## src/rtl/adder_result_serializer.sv

```systemverilog
// Captures five adder results on a load strobe and streams them as a 7-beat
// valid/ready frame: header, v, w, x, y, z, checksum.
module adder_result_serializer #(
    parameter int                DATA_W = 8,
    parameter logic [DATA_W-1:0] HEADER = 8'hA5
) (
    input  logic              clk,
    input  logic              rst_n,
    input  logic              load,
    input  logic [DATA_W-1:0] v,
    input  logic [DATA_W-1:0] w,
    input  logic [DATA_W-1:0] x,
    input  logic [DATA_W-1:0] y,
    input  logic [DATA_W-1:0] z,
    output logic [DATA_W-1:0] out_data,
    output logic              out_valid,
    input  logic              out_ready,
    output logic              out_last,
    output logic              busy,
    output logic              drop_err,
    input  logic              clr_err
);

    localparam int          NUM_RES  = 5;
    localparam logic [2:0]  LAST_IDX = 3'd6;

    typedef enum logic {
        S_IDLE = 1'b0,
        S_SEND = 1'b1
    } state_t;

    state_t            state_q, state_d;
    logic [2:0]        idx_q, idx_d;
    logic [DATA_W-1:0] csum_q, csum_d;
    logic              drop_err_q, drop_err_d;
    logic              capture;
    logic [DATA_W-1:0] sum_all;

    logic [DATA_W-1:0] in_bytes [NUM_RES];
    logic [DATA_W-1:0] shadow_q [NUM_RES];

    assign in_bytes[0] = v;
    assign in_bytes[1] = w;
    assign in_bytes[2] = x;
    assign in_bytes[3] = y;
    assign in_bytes[4] = z;

    // Unsigned sum truncated to the byte width; the carry is intentionally lost.
    assign sum_all = v + w + x + y + z;

    generate
        for (genvar gi = 0; gi < NUM_RES; gi++) begin : g_shadow
            always_ff @(posedge clk or negedge rst_n) begin
                if (!rst_n) begin
                    shadow_q[gi] <= '0;
                end else if (capture) begin
                    shadow_q[gi] <= in_bytes[gi];
                end
            end
        end
    endgenerate

    always_ff @(posedge clk or negedge rst_n) begin
        if (!rst_n) begin
            state_q    <= S_IDLE;
            idx_q      <= '0;
            csum_q     <= '0;
            drop_err_q <= 1'b0;
        end else begin
            state_q    <= state_d;
            idx_q      <= idx_d;
            csum_q     <= csum_d;
            drop_err_q <= drop_err_d;
        end
    end

    always_comb begin
        state_d    = state_q;
        idx_d      = idx_q;
        csum_d     = csum_q;
        capture    = 1'b0;
        drop_err_d = drop_err_q;

        case (state_q)
            S_IDLE: begin
                if (load) begin
                    capture = 1'b1;
                    csum_d  = sum_all;
                    idx_d   = '0;
                    state_d = S_SEND;
                end
            end
            S_SEND: begin
                if (out_ready) begin
                    if (idx_q == LAST_IDX) begin
                        idx_d   = '0;
                        state_d = S_IDLE;
                    end else begin
                        idx_d = idx_q + 3'd1;
                    end
                end
            end
            default: state_d = S_IDLE;
        endcase

        // A load during a frame (even on its final beat) is dropped; set beats clear.
        if (load && (state_q == S_SEND)) begin
            drop_err_d = 1'b1;
        end else if (clr_err) begin
            drop_err_d = 1'b0;
        end
    end

    always_comb begin
        out_valid = (state_q == S_SEND);
        busy      = (state_q == S_SEND);
        out_last  = (state_q == S_SEND) && (idx_q == LAST_IDX);
        drop_err  = drop_err_q;
        out_data  = '0;
        if (state_q == S_SEND) begin
            case (idx_q)
                3'd0:    out_data = HEADER;
                3'd1:    out_data = shadow_q[0];
                3'd2:    out_data = shadow_q[1];
                3'd3:    out_data = shadow_q[2];
                3'd4:    out_data = shadow_q[3];
                3'd5:    out_data = shadow_q[4];
                3'd6:    out_data = csum_q;
                default: out_data = '0;
            endcase
        end
    end

endmodule
```

## config.mk

```make
export PLATFORM = sky130hd
export DESIGN_NAME = adder_result_serializer
export DESIGN_NICKNAME = d
export VERILOG_FILES = /design/src/rtl/adder_result_serializer.sv
export SDC_FILE = /design/constraint.sdc
export NUM_CORES = 1
export LEC_CHECK = 0
export CORE_ASPECT_RATIO = 0.6
export CORE_MARGIN = 8
export CORE_UTILIZATION = 48
export DETAILED_ROUTE_END_ITERATION = 10
export PLACE_DENSITY_LB_ADDON = 0.08
export SYNTH_ARGS = -nofsm -noshare
export SYNTH_HDL_FRONTEND = slang
export SYNTH_SLANG_ARGS = --single-unit
```

## constraint.sdc

```tcl
create_clock -name clk -period 1.75 [get_ports clk]
set_clock_uncertainty 0.2 [all_clocks]
set_input_delay 0.2625 -clock clk [delete_from_list [all_inputs] [get_ports clk]]
set_output_delay 0.2625 -clock clk [all_outputs]
set_load 0.01 [all_outputs]
```

# == Word level (Yosys, flattened, before mapping) ==
# Cells that the tools add are included.
# totals
register_bits,53
out_inout_bits,12
elab_cells,42
# op_classes
addsub,5
n_eq_ne,8
mux,13
bitwise,1
reduce_logical,6
# ops
cell,count
$pmux W8 S7,1
$add A8 B8 Y8,4
$eq A3 B3 Y1 const B,3
$mux W3,3
$mux W8,1
$eq A3 B2 Y1 const B,2
$mux W1,6
$pmux W3 S2,1
$ne A2 B2 Y1 const B,2
$reduce_and A2 Y1,2
$add A3 B1 Y3 const B,1
$eq A3 B1 Y1 const B,1
$logic_not A3 Y1,1
$logic_and A1 B1 Y1,2
$pmux W1 S2,1
$reduce_bool A2 Y1,1
$not A1 Y1,1

# == Depth between registers and ports, before layout ==
# Gate-level depths: netlist (run 1).
# logic_depth
depth_word,4
ltp_mapped,13

# == Worst setup path before layout (run 1) ==
# OpenSTA, ideal clock, no wires.
# synth_path
path_kind,input port to flip-flop
start,in y[1]
end,reg csum_q[7]
setup_time_ns,0.122
arrival_ns,3.104
required_time_ns,1.428
setup_slack_ns,-1.676
stages,12
n_path_buf,0
path_cell_list,inv_1 > fa_1 > fa_1 > fa_1 > inv_1 > ha_1 > fa_1 > a211oi_1 > o21bai_1 > a21oi_1 > xnor2_1 > o21ai_1
# synth_via
elab_chain_cells,2
# synth_lines
item,line_no,rtl
start: declaration,13,"input logic [DATA_W-1:0] y,"
$add A8 B8 Y8 (2 in series),49,assign sum_all = v + w + x + y + z;
end signal: assignment,72,csum_q <= csum_d;
end: declaration,34,"logic [DATA_W-1:0] csum_q, csum_d;"
# No other way between the ends.
# A chain may end at the register's enable or synchronous reset.

# == Worst setup path after layout (run 1) ==
# layout_path
start,in v[1]
end,reg csum_q[5]
# layout_via
elab_chain_cells,4
# layout_lines
item,line_no,rtl
start: declaration,10,"input logic [DATA_W-1:0] v,"
$add A8 B8 Y8 (4 in series),49,
# No other way between the ends.

==> results of run 1 <==
## how the worst min path moves through the flow
stage / cells after the start / to
6_report: 3 / shadow_q[10]
4_1_cts: 3 / shadow_q[10]
5_1_grt: 3 / shadow_q[10]
3_3_place_gp: 2 / shadow_q[36]
3_5_place_dp: 2 / shadow_q[36]
2_1_floorplan: 0 / busy
## power by group through the flow
stage	clock network [mW]	registers, mW	logic, mW
floorplan	0	2.08	2.28
global placement	0	2.21	3.71
detailed placement	0	2.21	3.79
CTS	0.971	2.19	4.28
global route	1.02	2.27	5.01
finish	0.958	2.21	4.60
## routing by layer
metal  up-vias  wire, microns
li1       1357              -
met1      1337           4360
met2        89           4240
met3        11            671
met4         0            161
met5         -              0
## cell usage in the layout, fill, tap and decap left out, types with 6 or more instances in the layout
cell type,n
fa_1,16
ha_4,8
mux2_4,6
xnor2_1,7
buf_4,64
o21ai_0,27
inv_2,23
buf_6,20
o21ai_1,7
mux2_2,19
clkdlybuf4s50_1,24
dlygate4sd2_1,11
nand2_1,38
buf_2,15
dfrtp_1,51
inv_1,33
## final cells by class
class | count | area [sq um]
Fill cell | 472 | 1700
Clock buffer | 6 | 129
Clock inverter | 1 | 5.00
Inverter | 60 | 248
Timing Repair Buffer | 144 | 1270
Sequential cell | 53 | 1330
Multi-Input combinational cell | 204 | 1940
Tap cell | 87 | 109
## cell families (layout without fill, tap and decap cells)
logic type / count (synthesis) / after routing / share of synthesized area (%)
AO/OA/AOI/OAI: 69 / 69 / 13.2
XOR/XNOR: 11 / 11 / 2.87
adder cells (fa/ha/maj): 29 / 29 / 15.3
buffers and inverters: 76 / 211 / 9.69
flip-flops: 53 / 53 / 39.5
multiplexers: 28 / 28 / 9.43
AND/OR/NAND/NOR: 67 / 67 / 9.96
## registers in the layout (all words and copies together), names as in the netlist
name,count
busy,1
csum_q,8
drop_err,1
idx_q,3
shadow_q,40
## tightest hold or removal path, cell delays in order
cell and delay (ns):
buf_8 0.10, inv_8 0.04, o21ai_0 0.08
## metrics by stage
step	hold WS (ns)	setup TNS, ns	worst slack [ns]	cells
3_5_place_dp	0.0888	-19.48	-2.22	514
2_1_floorplan	-0.233	-9.52	-1.53	333
3_3_place_gp	0.0841	-19.27	-2.18	514
5_1_grt	0.0409	-14.33	-1.61	555
4_1_cts	0.0466	-13.91	-1.46	559
6_report	0.0395	-13.16	-1.53	555
## repair_timing
item / in CTS / in global routing
endpoints found under the hold margin: 53 / 0
resized for setup: 153 / 22
pin swaps: 53 / 29
setup buffers: 37 / 13
endpoints found under the setup margin: 19 / 18
hold buffers: 1 / 0
==> flow_metrics.py, run 1 <==
metrics = {
    "outcome": {
        "status": "complete, but fails checks",
        "violations": "setup timing",
    },
    "power": {
        "p_sw_mw": 2.88,
        "intPower_mw": 4.89,
        "p_clk_share_pct": 12.3,
        "p_per_area_nw_per_um2": 1540,
        "p_seq_share_pct": 28.5,
        "vdd_drop_max_mv": 0.784,
        "p_leak_nw": 2.45,
        "switching_share_pct": 37.1,
        "combPwrFrac_pct": 59.2,
        "total_power_mw": 7.77,
    },
    "timing": {
        "finalSetupViolCount": 16,
        "worst_slew_pin_slew_ns": 0.358,
        "report.final.hold_viol_count": 0,
        "rsz0062_at_grt": "yes",
        "finalWorstSetupSlack_ns": -1.53,
        "fmax_ghz": 0.305,
        "maxSlewHeadroom_pct": 76.1,
        "post-route-min-period_ns": 3.28,
        "finalCritPeriodShare_pct": 187,
        "drv_slew": 0,
    },
    "layout": {
        "stdcell_area_sq_um": 5030,
        "syn_to_final_growth_pct": 50.0,
        "layout.nets": 542,
        "final_util_pct": 74.8,
        "antenna_cells": 0,
        "drive_gt1_share_pct": 44.2,
    },
    "detailed_routing": {
        "drt-total-wl_mm": 9.44,
        "routedWlPerCell_microns": 17.0,
        "num_vias": 2794,
        "dr.pass1.iters": 7,
        "routed_via_density": 5.03,
        "drcViolationCount": 0,
        "drt_iter0_markers": 155,
        "drt.antenna.violating_nets": 0,
    },
    "setup_path": {
        "cp.depth": 13,
        "endpoint": "csum_q[5]",
        "cp.arrival_ns": 3.26,
        "crit_family": "adder cells",
        "critPathMostFrequentCell": "fa_1",
        "worstReg2RegStart": "busy",
        "crit_type": "input pin to flop",
        "slowest_stage": "fa_1",
        "worstPathCellList": "buf_8, inv_8, fa_1, fa_1, fa_1, inv_2, ha_4, fa_2, buf_6, a21o_1, a21oi_2, xor2_1, o21ai_1",
        "cp_data_required_time_ns": 1.73,
        "crit_start": "v[1]",
        "cp-end-kind": "flop",
        "cpPeakStageDelay_ns": 0.58,
        "cp_max_fo": 2,
        "worstRegToRegCells": 6,
        "critPathLaunchType": "input pin",
        "timing.rr.end": "csum_q[6]",
        "r2r_slack_ns": 0.08,
        "cp.buffers_inverters": 4,
    },
    "placement": {
        "gp_congestion": 0.810,
        "portBuffers": 56,
        "placed_cell_area_sq_um": 4450,
        "place_hpwl_mm": 6.57,
    },
    "floorplan": {
        "core-area_sq_um": 6730,
        "initial_core_util_pct": 49.8,
        "row_count": 23,
        "io_pins": 57,
        "die_h_microns": 80.8,
        "die_x_microns": 124,
        "design.die.area_sq_um": 10000,
    },
    "job": {
        "cap_violations": 0,
    },
    "hold_path": {
        "hp-class": "input pin to flop",
        "holdCritStartpoint": "y[2]",
    },
    "yosys": {
        "synth_seq_cells": 53,
        "postSynthAreaPerCell_sq_um": 10.1,
        "synth_nets": 407,
        "yosysMostFrequentCell": "inv_1",
        "ys_top_cells_by_count": "inv_1 (59), dfrtp_1 (53), nand2_1 (40)",
        "seq_area_frac_synth_pct": 39.5,
        "synth_edf_count": 0,
        "synth_cell_types": 46,
        "synth_area_leader_cell": "dfrtp_1",
        "postSynth.asyncResetShare_pct": 100,
        "yosysWarnings": 0,
        "ys.flop_type": "dfrtp_1",
        "syn_inst": 333,
        "synth_area_leaders": "dfrtp_1 (40%), fa_1 (12%), mux2_2 (7.4%)",
        "synth_area_sq_um": 3360,
        "synth_top_area_share_pct": 39.5,
    },
    "cts": {
        "clk_pin_slew_ns": 0.07,
        "cts_root_buffer": "clkbuf_16",
        "cts_sinks": 53,
        "cts_buffers": 5,
        "htreeDepth": 2,
        "worstSkewPairLatency_ns": 0.29,
        "cts_tree": "done",
        "clockBufferDepth": 2,
    },
    "grt": {
        "grt_max_degree": 54,
        "met2_usage_pct": 31.8,
        "use_met3_pct": 4.71,
        "grt_antenna_before_repair": 0,
        "grt_pass1_wl_mm": 15.6,
        "grt_use_total_pct": 20.4,
        "grtUsageMet1_pct": 27.4,
        "busiest_layer": "met2",
        "overflow": 0,
        "grt_pass1_vias": 3040,
    },
}
No activity file was read; power rests on OpenSTA's default activity.
==> run 2, diff against run 1 <==
- PLACE_DENSITY_LB_ADDON: 0.08 -> 0.3
==> flow_metrics.py, run 2 (synthesized netlist as in run 1, its figures left out) <==
metrics = {
    "grt": {
        "grt_antenna_before_repair": 0,
        "grt_use_total_pct": 20.1,
        "grt_pass1_wl_mm": 15.6,
        "grt_pass1_vias": 3100,
        "grt_max_degree": 31,
        "overflow": 0,
    },
    "floorplan": {
        "core-area_sq_um": 6730,
        "die_x_microns": 124,
        "row_count": 23,
        "design.die.area_sq_um": 10000,
        "die_h_microns": 80.8,
        "initial_core_util_pct": 49.8,
        "io_pins": 57,
    },
    "cts": {
        "cts_tree": "done",
        "htreeDepth": 2,
        "worstSkewPairLatency_ns": 0.30,
        "clockBufferDepth": 2,
        "clk_pin_slew_ns": 0.07,
        "cts_sinks": 53,
        "cts_root_buffer": "clkbuf_16",
        "cts_buffers": 5,
    },
    "setup_path": {
        "cp.arrival_ns": 3.21,
        "worstReg2RegStart": "idx_q[2]",
        "cp-end-kind": "flop",
        "cp_max_fo": 2,
        "critPathLaunchType": "input pin",
        "cp_data_required_time_ns": 1.73,
        "crit_type": "input pin to flop",
        "crit_start": "z[1]",
    },
    "power": {
        "p_per_area_nw_per_um2": 1630,
        "vdd_drop_max_mv": 0.988,
        "p_leak_nw": 2.40,
        "total_power_mw": 8.09,
    },
    "detailed_routing": {
        "routed_via_density": 5.30,
        "num_vias": 2861,
        "routedWlPerCell_microns": 18.1,
        "drt.antenna.violating_nets": 0,
        "drcViolationCount": 0,
        "drt-total-wl_mm": 9.78,
        "drt_iter0_markers": 246,
        "dr.pass1.iters": 5,
    },
    "timing": {
        "finalCritPeriodShare_pct": 184,
        "tns_ns": -13.50,
        "finalSetupViolCount": 16,
        "fmax_ghz": 0.310,
        "drv_slew": 0,
        "post-route-min-period_ns": 3.23,
        "worst_slew_pin_slew_ns": 0.588,
        "maxSlewHeadroom_pct": 60.8,
        "rsz0062_at_grt": "yes",
        "report.final.hold_viol_count": 0,
        "finalWorstSetupSlack_ns": -1.48,
    },
    "layout": {
        "reg_top3": "shadow_q: 40 flops, csum_q: 8 flops, idx_q: 3 flops",
        "largest-register": "shadow_q",
        "final_cell_mix": "dfrtp_1 (50), buf_4 (50), nand2_1 (38)",
        "final_cells": 540,
        "antenna_cells": 0,
        "nFillCells": 461,
        "final_util_pct": 73.7,
        "largest_register_ffs": 40,
        "syn_to_final_growth_pct": 47.9,
        "layout.nets": 526,
        "drive_gt1_share_pct": 42.6,
    },
    "placement": {
        "dp_cells": 508,
        "place_hpwl_mm": 7.09,
        "gp_congestion": 0.855,
        "portBuffers": 56,
    },
    "job": {
        "cap_violations": 0,
    },
    "hold_path": {
        "holdCritStartpoint": "z[2]",
        "hp-class": "input pin to flop",
    },
    "outcome": {
        "violations": "setup timing",
        "status": "complete, but fails checks",
    },
}
run 2: changes by cell type in the layout (fill, tap and decap cells not counted), sizes merged:
cell           delta
clkbuf            +2
clkdlybuf4s50     -1
dlymetal6s2s      +3
clkdlybuf4s15     -1
dlygate4sd2       -2
clkinv            -1
buf              -16
bufinv            +1
run 2: final timing paths:
check	endpoint	slack (ns)	cells past startpoint
worst max-delay path	csum_q[7]	-1.48	13
worst min-delay path	shadow_q[2]	0.01	3
worst max register to register	idx_q[0]	0.01	7
worst min register to register	shadow_q[34]	0.28	2
max in group asynchronous	csum_q[6]	0.49	3
min in group asynchronous	shadow_q[2]	0.29	2
run 2: report_power, final:
group / switching [mW] / internal, mW / total (mW)
Combinational: 2.16 / 2.55 / 4.72
Sequential: 0.387 / 1.81 / 2.20
Clock: 0.456 / 0.716 / 1.17
Total: 3.01 / 5.08 / 8.09
run 2: critical path, cell delays in order:
cell and delay, ns:
buf_6 0.07, inv_4 0.03, fa_1 0.55, fa_1 0.44, fa_1 0.50, inv_2 0.05, ha_4 0.17, fa_2 0.40
a211oi_2 0.24, o21bai_1 0.12, a21oi_2 0.16, xnor2_1 0.13, o21ai_1 0.07
run 2: what timing repair did:
item	in CTS	in global routing
hold buffers	1	0
endpoints found under the hold margin	23	0
buffers inserted	18	8
pin swaps	49	31
gates resized for setup	141	30
setup endpoints to repair	19	17
run 2: layer usage:
layer	track usage, %	wire length, microns	share of wire, %	vias up
met1	25.4	4210	43	1393
met4	8.50	265	2.7	0
li1	-	-	-	1320
met2	32.2	4650	48	120
met5	0	0	0	-
met3	5.47	655	6.7	28
run 2: layout make-up:
class / instances / area, sq um / area share (%)
multi-input combinational: 204 / 1950 / 39.2
sequential: 53 / 1330 / 26.8
timing repair buffer: 128 / 1150 / 23.2
inverter: 60 / 250 / 5.04
clock buffer: 7 / 143 / 2.87
tap: 87 / 109 / 2.19
clock inverter: 1 / 30.0 / 0.605
run 2: metrics by stage:
step	hold WS, ns	area, sq um	setup slack (ns)
2_1_floorplan	-0.233	3460	-1.53
3_5_place_dp	0.0848	4420	-2.30
5_1_grt	0.0226	4960	-1.53
4_1_cts	0.0185	4840	-1.50
3_3_place_gp	0.0840	4420	-2.20
6_report	0.0134	4960	-1.48
